File: config.mk
export PLATFORM = sky130hd
export DESIGN_NAME = pid_sequencer
export DESIGN_NICKNAME = d
export VERILOG_FILES = /design/src/rtl/fanctrl_pkg.sv /design/src/rtl/pid_mac.sv /design/src/rtl/pid_sequencer.sv
export SDC_FILE = /design/constraint.sdc
export NUM_CORES = 1
export LEC_CHECK = 0
export BUFFER_PORTS_ARGS = -buffer_cell sky130_fd_sc_hd__buf_2
export CAP_MARGIN = 20
export CORE_MARGIN = 2
export CORE_UTILIZATION = 37
export DETAILED_ROUTE_END_ITERATION = 10
export PLACE_DENSITY_LB_ADDON = 0.1
export SYNTH_ARGS = -nofsm -noshare
export SYNTH_HDL_FRONTEND = slang
export SYNTH_SLANG_ARGS = --single-unit
File: constraint.sdc
create_clock -name clk_i -period 9.5 [get_ports clk_i]
set_clock_uncertainty 0.05 [all_clocks]
set_input_delay 0 -clock clk_i [delete_from_list [all_inputs] [get_ports clk_i]]
set_output_delay 0 -clock clk_i [all_outputs]
set_load 0.02 [all_outputs]
File: src/rtl/fanctrl_pkg.sv
// Shared widths, accumulator sizing and FSM state encoding for the PID sequencer.
package fanctrl_pkg;

    localparam int ADC_BW_DEF  = 4;
    localparam int COEF_BW_DEF = 8;
    localparam int FRAC_BW_DEF = 6;

    // Accumulator headroom: product width plus enough bits for five summed terms.
    function automatic int acc_width(input int coef_bw, input int adc_bw);
        return coef_bw + adc_bw + 4;
    endfunction

    localparam int ACC_BW_DEF = acc_width(COEF_BW_DEF, ADC_BW_DEF);

    typedef enum logic [1:0] {
        IDLE = 2'd0,
        MAC  = 2'd1,
        SAT  = 2'd2
    } state_t;

endpackage

File: src/rtl/pid_mac.sv
// Combinational signed multiply-add: acc_o = acc_i +/- coef_i * opnd_i.
module pid_mac #(
    parameter int COEF_W = 8,
    parameter int OP_W   = 5,
    parameter int ACC_W  = 16
) (
    input  logic [ACC_W-1:0]  acc_i,
    input  logic [COEF_W-1:0] coef_i,
    input  logic [OP_W-1:0]   opnd_i,
    input  logic              sub_i,
    output logic [ACC_W-1:0]  acc_o
);

    localparam int PW = COEF_W + OP_W;

    logic signed [PW-1:0]    coef_x;
    logic signed [PW-1:0]    opnd_x;
    logic signed [PW-1:0]    prod;
    logic signed [ACC_W-1:0] prod_ext;

    // Sign-extend both factors to the full product width so the multiply is exact.
    assign coef_x   = {{OP_W{coef_i[COEF_W-1]}}, coef_i};
    assign opnd_x   = {{COEF_W{opnd_i[OP_W-1]}}, opnd_i};
    assign prod     = coef_x * opnd_x;
    assign prod_ext = {{(ACC_W-PW){prod[PW-1]}}, prod};
    assign acc_o    = sub_i ? (acc_i - prod_ext) : (acc_i + prod_ext);

endmodule

File: src/rtl/pid_sequencer.sv
// Time-multiplexed 2nd-order controller step: one shared multiplier, five MAC
// cycles, then a scale/clip cycle. Define PID_SAT_EN to clip y to the signed
// ADC_BITWIDTH+1 range (sat_o reports clipping); otherwise y wraps and sat_o is 0.
module pid_sequencer
    import fanctrl_pkg::*;
#(
    parameter int ADC_BITWIDTH  = ADC_BW_DEF,
    parameter int COEF_BITWIDTH = COEF_BW_DEF,
    parameter int FRAC_BITWIDTH = FRAC_BW_DEF
) (
    input  logic                     clk_i,
    input  logic                     rst_i,
    input  logic                     start_i,
    input  logic                     clear_i,
    input  logic [ADC_BITWIDTH-1:0]  adc_i,
    input  logic [ADC_BITWIDTH-1:0]  set_i,
    input  logic [COEF_BITWIDTH-1:0] b2_i,
    input  logic [COEF_BITWIDTH-1:0] b1_i,
    input  logic [COEF_BITWIDTH-1:0] b0_i,
    input  logic [COEF_BITWIDTH-1:0] a1_i,
    input  logic [COEF_BITWIDTH-1:0] a0_i,
    output logic                     busy_o,
    output logic                     done_o,
    output logic [ADC_BITWIDTH:0]    y_o,
    output logic                     sat_o
);

    localparam int XW    = ADC_BITWIDTH + 1;
    localparam int CW    = COEF_BITWIDTH;
    localparam int ACC_W = acc_width(COEF_BITWIDTH, ADC_BITWIDTH);

    state_t            state, state_nxt;
    logic [2:0]        step;
    logic [ACC_W-1:0]  acc, acc_nxt;
    logic [XW-1:0]     x0, x1, x2, y1, y2, x_new;
    logic [CW-1:0]     b2_s, b1_s, b0_s, a1_s, a0_s;
    logic [CW-1:0]     coef_sel;
    logic [XW-1:0]     opnd_sel;
    logic              sub_sel;
    logic [XW-1:0]     y_new;
    logic              sat_new;
    logic              start_go, clr_go;

    // The done cycle is already IDLE but still counts as busy, so gate on it too.
    assign busy_o   = (state != IDLE) | done_o;
    assign start_go = (state == IDLE) & ~done_o & start_i;
    assign clr_go   = (state == IDLE) & ~done_o & clear_i;
    assign x_new    = {1'b0, set_i} - {1'b0, adc_i};

    // State register.
    always_ff @(posedge clk_i or posedge rst_i) begin
        if (rst_i) state <= IDLE;
        else       state <= state_nxt;
    end

    // Next-state: IDLE -> MAC on start, five MAC cycles, one SAT cycle.
    always_comb begin
        state_nxt = state;
        case (state)
            IDLE:    if (start_go) state_nxt = MAC;
            MAC:     if (step == 3'd4) state_nxt = SAT;
            SAT:     state_nxt = IDLE;
            default: state_nxt = IDLE;
        endcase
    end

    // Pick coefficient/operand pair for the current MAC step.
    always_comb begin
        coef_sel = b2_s;
        opnd_sel = x0;
        sub_sel  = 1'b0;
        case (step)
            3'd1:    begin coef_sel = b1_s; opnd_sel = x1; end
            3'd2:    begin coef_sel = b0_s; opnd_sel = x2; end
            3'd3:    begin coef_sel = a1_s; opnd_sel = y1; sub_sel = 1'b1; end
            3'd4:    begin coef_sel = a0_s; opnd_sel = y2; sub_sel = 1'b1; end
            default: ;
        endcase
    end

    pid_mac #(
        .COEF_W (CW),
        .OP_W   (XW),
        .ACC_W  (ACC_W)
    ) u_mac (
        .acc_i  (acc),
        .coef_i (coef_sel),
        .opnd_i (opnd_sel),
        .sub_i  (sub_sel),
        .acc_o  (acc_nxt)
    );

`ifdef PID_SAT_EN
    localparam logic signed [ACC_W-1:0] Y_MAX = ACC_W'((1 << ADC_BITWIDTH) - 1);
    localparam logic signed [ACC_W-1:0] Y_MIN = ACC_W'(-(1 << ADC_BITWIDTH));
    logic signed [ACC_W-1:0] acc_sh;

    // Floor-scale the accumulator and clip into the output range.
    always_comb begin
        acc_sh  = $signed(acc) >>> FRAC_BITWIDTH;
        y_new   = acc_sh[XW-1:0];
        sat_new = 1'b0;
        if (acc_sh > Y_MAX) begin
            y_new   = Y_MAX[XW-1:0];
            sat_new = 1'b1;
        end else if (acc_sh < Y_MIN) begin
            y_new   = Y_MIN[XW-1:0];
            sat_new = 1'b1;
        end
    end
`else
    // Floor-scale the accumulator and keep the low bits (wrap-around).
    always_comb begin
        y_new   = acc[FRAC_BITWIDTH+XW-1:FRAC_BITWIDTH];
        sat_new = 1'b0;
    end
`endif

    // Datapath: shadow capture, accumulation, result/history update.
    always_ff @(posedge clk_i or posedge rst_i) begin
        if (rst_i) begin
            step   <= '0;
            acc    <= '0;
            x0     <= '0; x1 <= '0; x2 <= '0;
            y1     <= '0; y2 <= '0;
            b2_s   <= '0; b1_s <= '0; b0_s <= '0; a1_s <= '0; a0_s <= '0;
            y_o    <= '0;
            sat_o  <= 1'b0;
            done_o <= 1'b0;
        end else begin
            done_o <= 1'b0;
            case (state)
                IDLE: begin
                    if (clr_go) begin
                        x1 <= '0; x2 <= '0; y1 <= '0; y2 <= '0;
                    end
                    if (start_go) begin
                        x0   <= x_new;
                        b2_s <= b2_i; b1_s <= b1_i; b0_s <= b0_i;
                        a1_s <= a1_i; a0_s <= a0_i;
                        acc  <= '0;
                        step <= '0;
                    end
                end
                MAC: begin
                    acc  <= acc_nxt;
                    step <= step + 3'd1;
                end
                SAT: begin
                    y_o    <= y_new;
                    sat_o  <= sat_new;
                    done_o <= 1'b1;
                    x2     <= x1;
                    x1     <= x0;
                    y2     <= y1;
                    y1     <= y_new;
                end
                default: ;
            endcase
        end
    end

endmodule
==> flow_summary_export.csv, run 1 <==
group,metric,value,unit
worst_setup_path,reg2reg_depth,23,
cells_and_area,finalInstanceArea,0.00691,mm2
floorplan,fp.dieH,128,um
clocking,clk_path_buf_depth,2,
floorplan,std_cell_rows,45,
global_route,busiest_layer,"met2",
hold_path,holdPathStages,4,
clocking,cts_buffers,9,
global_route,antenna_found_initial,0,
cells_and_area,fin_nets,825,
global_route,use_met3,3.63,%
timing,finalHoldViolCount,0,
cells_and_area,area_growth,22.0,%
synth,ys_ff_latch,87,
timing,slew_headroom,44.1,%
worst_setup_path,critPathCaptureType,"register",
hold_path,hold_class,"primary input to register",
global_route,gr-usage-met2,29.3,%
timing,min_period,7080,ps
placement,placed_area,0.00613,mm2
global_route,grt_max_degree,47,
hold_path,hp-start,"start_i",
synth,yosys_most_used_dff,"dfrtp_1",
synth,synth.distinct_cells,49,
timing,setup_viol,0,
routing,viasPerCell,4.92,
timing,tightest_slew,839,ps
clocking,clock-sinks,87,
routing,wl_per_cell,14.9,um
cells_and_area,stdcell_count,905,
timing,hold_slack,22.3,ps
worst_setup_path,setup.worst_path.start_class,"register",
global_route,grt_pass1_vias,4606,
worst_setup_path,rr_startpoint,"step[2]",
worst_setup_path,cp_max_fo,23,
routing,wl,13500,um
global_route,grt_util_met1,23.7,%
synth,yosysWarnings,0,
routing,drt-initial-drc-count,232,
clocking,ctsResizeCount,0,
floorplan,dieWidth,128,um
clocking,htree_levels,3,
placement,gp_congestion,0.817,
cells_and_area,mostFrequentLayoutCells,"141 x nand2_1, 87 x dfrtp_1, 58 x buf_2, 55 x inv_1, 46 x dlygate4sd3_1",
global_route,grt_pass1_wl,22900,um
timing,max_freq,141,MHz
worst_setup_path,timing.rr.end,"acc[10]",
clocking,cts.clk_slew.worst_paths,70,ps
timing,period_share,74.5,%
floorplan,core_area,0.0151,mm2
clocking,insertion_delay,350,ps
timing,totalNegativeSetupSlack,0,ps
worst_setup_path,critPathKind,"register to register",
placement,place_inst,842,
synth,syn_inst,618,
placement,io_buffers,58,
worst_setup_path,rrSetupSlack,2420,ps
worst_setup_path,cp.arrival,7240,ps
synth,async_flop_share,100,%
synth,synth_nets,731,
routing,drc_errors,0,
cells_and_area,antennaDiodeCount,0,
floorplan,start_util,37.5,%
outcome,status,"completed",
timing,rsz0062_at_grt,"no",
timing,slew_violations,0,
global_route,grt-ovfl-total,0,
hold_path,hold_path_end,"x0[4]",
clocking,post-cts-setup-buffers,0,
routing,first_pass_iters,4,
synth,ys_seq_area_share,38.5,%
synth,synth-edff-count,0,
synth,syn-cell-area,0.00566,mm2
floorplan,die_area,0.0163,mm2
cells_and_area,layout_commonest_cell,"nand2_1",
flow_run,maxCapViolCount,0,
clocking,cts_tree,"yes",
placement,detailed_place_hpwl,9970,um
synth,avgSynthCellArea,9.16,um2
routing,vias,4456,
clocking,root_buffer,"clkbuf_16",
floorplan,boundaryPins,60,
worst_setup_path,crit_required,9660,ps
routing,ant_nets,0,
cells_and_area,drive_gt1_share,14.8,%
global_route,track_usage,17.8,%
==> cells by family (layout without fill, tap and decap cells) <==
family,count (synthesis),count (layout),share of synthesized area [%]
simple gates,223,223,16.6
mux,18,18,3.58
fa+ha+maj,61,61,16.5
xor+xnor,31,31,4.93
buf+inv,83,182,5.93
flops,87,87,38.5
compound gates,114,114,13.9
other cells,1,1,0.0663
==> cell usage after synthesis, types with 3 or more instances <==
cell	number	share of area, %
or2_2	9	1.0
xor2_1	11	1.7
mux2_2	5	1.0
o21ai_0	38	3.4
dfrtp_1	87	38
nor2b_1	5	0.55
xnor2_1	19	2.9
a22o_1	20	3.1
a32oi_1	5	0.77
a22oi_1	21	2.8
nand2_1	142	9.4
fa_1	23	8.1
nand2b_1	3	0.33
nand3_1	14	1.2
nor3_1	5	0.44
clkbuf_1	21	1.4
inv_1	56	3.7
mux2i_2	3	0.73
nor2_1	33	2.2
a21o_1	3	0.40
o31ai_1	5	0.66
ha_1	38	8.4
and2_1	6	0.66
a21oi_1	9	0.80
mux2i_1	9	1.6
==> layout make-up <==
type	instances	area (um2)
Clock buffer	13	270
Clock inverter	3	25.0
Fill cell	1467	8180
Inverter	56	211
Multi-Input combinational cell	448	3150
Sequential cell	87	2180
Tap cell	188	235
Timing Repair Buffer	110	836
==> worst max-delay path: stages (launching register included) <==
cell	delay (ps)
dfrtp_1	750
inv_1	110
ha_1	450
a21oi_4	550
mux2i_1	690
or2_2	240
fa_1	420
fa_1	470
fa_1	540
inv_1	70
fa_1	510
nor3_1	250
nand3_1	180
nand2_1	120
xnor2_1	120
ha_1	290
o2111ai_1	120
nand3_1	120
nor4_1	190
nor3_1	120
a21o_1	190
a21oi_1	170
xnor2_1	140
o21ai_1	70
==> worst max path at each step <==
| stage | from | endpoint | cells past startpoint |
|---|---|---|---|
| floorplan | step[2] | acc[10] | 27 |
| global placement | step[0] | acc[10] | 23 |
| detailed placement | step[2] | acc[10] | 23 |
| CTS | step[2] | acc[10] | 23 |
| global route | step[2] | acc[10] | 23 |
| finish | step[2] | acc[10] | 23 |
==> what timing repair did <==
item / in CTS / in global routing
hold endpoints to repair: 84 / 0
hold buffers: 46 / 0
setup endpoints to repair: 0 / 0
==> layer usage <==
layer	routed length, um	part of all wire [%]
met5	0	0
met4	260	1.9
met3	442	3.3
met2	6380	47
met1	6410	48
==> registers in the layout, summed over array words and instances, names as in the netlist <==
| register | flops |
|---|---|
| acc | 11 |
| a0_s | 8 |
| a1_s | 8 |
| b0_s | 8 |
| b1_s | 8 |
| b2_s | 8 |
| x0 | 5 |
| x1 | 5 |
| x2 | 5 |
| y1 | 5 |
| y2 | 5 |
| y_o | 5 |
| step | 3 |
| state | 2 |
| done_o | 1 |
==> through the flow <==
step	setup slack [ps]	utilization [%]
floorplan	3280	-
global placement	2620	40.3
CTS	2440	45.7
finish	2420	45.8
detailed placement	2450	40.7
global route	1810	45.8
Power of run 1 is left out: the tool's default activity adds up to more than one toggle a clock period on the data nets, which glitch-free logic cannot reach.
==> run 2, diff against run 1 <==
- clock period: 9.5 -> 6.7 ns (I/O delays scaled with it)
==> run 2 against run 1 <==
Effect of this change:
- setup slack lost 2000 ps
- sequential cell count unchanged
- non-clock buffer count is 20 higher
- register-to-register slack got worse by 2000 ps
- final cell count up 2.2%
==> flow_summary_export.csv, run 2 (synthesis results as in run 1) <==
group,metric,value,unit
hold_path,hold_class,"primary input to register",
cells_and_area,regMostFlops,"acc",
clocking,clock-sinks,87,
floorplan,std_cell_rows,45,
global_route,antenna_found_initial,0,
timing,slew_headroom,45.6,%
global_route,grt_util_met1,23.9,%
routing,first_pass_iters,4,
cells_and_area,fillers,1462,
worst_setup_path,critPathKind,"register to register",
floorplan,start_util,37.5,%
floorplan,die_area,0.0163,mm2
timing,max_freq,158,MHz
routing,drt-initial-drc-count,223,
cells_and_area,antennaDiodeCount,0,
routing,wl_per_cell,15.1,um
clocking,cts.clk_slew.worst_paths,70,ps
worst_setup_path,crit_required,6890,ps
clocking,cts_buffers,9,
cells_and_area,stdcell_count,925,
global_route,grt-ovfl-total,0,
clocking,root_buffer,"clkbuf_16",
floorplan,core_area,0.0151,mm2
clocking,insertion_delay,350,ps
hold_path,holdPathStages,4,
global_route,grt_pass1_vias,4777,
placement,io_buffers,58,
global_route,grt_pass1_wl,23600,um
cells_and_area,final_util,46.8,%
floorplan,dieWidth,128,um
timing,finalHoldViolCount,0,
cells_and_area,multi_input_area,0.00317,mm2
flow_run,maxCapViolCount,0,
routing,ant_nets,0,
global_route,track_usage,18.4,%
timing,tightest_slew,816,ps
global_route,busiest_layer,"met2",
routing,wl,14000,um
worst_setup_path,critPathCaptureType,"register",
hold_path,hold_path_end,"x0[4]",
cells_and_area,finalInstanceArea,0.00707,mm2
timing,setup_slack,376,ps
outcome,status,"completed",
clocking,clk_path_buf_depth,2,
worst_setup_path,cp.arrival,6510,ps
worst_setup_path,timing.rr.end,"acc[9]",
clocking,cts_tree,"yes",
routing,vias,4593,
cells_and_area,fin_nets,845,
global_route,use_met3,3.42,%
cells_and_area,mostFrequentLayoutCells,"141 x nand2_1, 87 x dfrtp_1, 58 x buf_2, 55 x inv_1, 46 x dlygate4sd3_1",
clocking,htree_levels,3,
global_route,grt_max_degree,48,
cells_and_area,largest_reg_flops,11,
worst_setup_path,setup.worst_path.start_class,"register",
placement,place_inst,858,
placement,dp_slack,137,ps
worst_setup_path,rrSetupSlack,380,ps
timing,period_share,94.4,%
worst_setup_path,rr_startpoint,"step[0]",
timing,slew_violations,0,
placement,gp_congestion,0.867,
worst_setup_path,reg2reg_depth,23,
floorplan,boundaryPins,60,
timing,setup_viol,0,
hold_path,hp-start,"start_i",
timing,min_period,6320,ps
placement,detailed_place_hpwl,10300,um
cells_and_area,drive_gt1_share,17.6,%
routing,drc_errors,0,
cells_and_area,regArea,0.00218,mm2
cells_and_area,area_growth,24.9,%
global_route,gr-usage-met2,30.8,%
worst_setup_path,cp_max_fo,8,
cells_and_area,layout_commonest_cell,"nand2_1",
floorplan,fp.dieH,128,um
routing,viasPerCell,4.97,
placement,placed_area,0.00623,mm2
[run 2: routing by layer]
layer | share of wire, % | up-vias
met3 | 2.9 | 23
li1 | - | 2272
met1 | 46 | 2223
met2 | 49 | 75
met4 | 2.0 | 0
met5 | 0 | -
[run 2: worst max path at each step]
stage            start       to  slack [ps]  cells past startpoint
3_3_place_gp   step[0]   acc[9]         310                     23
3_5_place_dp   step[0]  acc[10]         140                     25
6_report       step[0]   acc[9]         380                     23
4_1_cts        step[0]  acc[10]         150                     25
2_1_floorplan  step[2]  acc[10]         480                     27
5_1_grt        step[0]  acc[10]          -8                     25
[run 2: cell type report]
type | count | area share [%]
Clock buffer | 12 | 3.49
Sequential cell | 87 | 30.8
Inverter | 56 | 2.99
Multi-Input combinational cell | 448 | 44.9
Timing Repair Buffer | 130 | 13.8
Clock inverter | 4 | 0.743
Tap cell | 188 | 3.33
[run 2: stage by stage]
step,setup TNS [ps],hold slack [ps]
2_1_floorplan,0,55.4
3_3_place_gp,0,76.1
3_5_place_dp,0,91.7
4_1_cts,0,32.7
5_1_grt,-7.97,64.7
6_report,0,35.4
[run 2: timing repair]
item | CTS | global route
hold buffers | 46 | 0
endpoints found under the setup margin | 0 | 3
setup buffers | 0 | 4
hold endpoints to repair | 83 | 0
resized for setup | 0 | 5
[run 2: worst max-delay path, stage by stage, from the launching register on]
cell,delay (ps)
dfrtp_1,410
inv_1,80
ha_1,210
or3_4,340
a21oi_4,220
buf_4,210
mux2_4,350
and2_1,170
fa_1,510
fa_1,540
inv_1,50
fa_1,530
inv_1,40
ha_1,340
o21ai_0,90
o21ai_0,170
a21oi_1,120
xnor2_1,350
nand2_1,120
o41ai_2,240
xnor2_1,170
ha_1,280
or3_1,360
a32o_1,250
Power of run 2 is left out for the same reason.
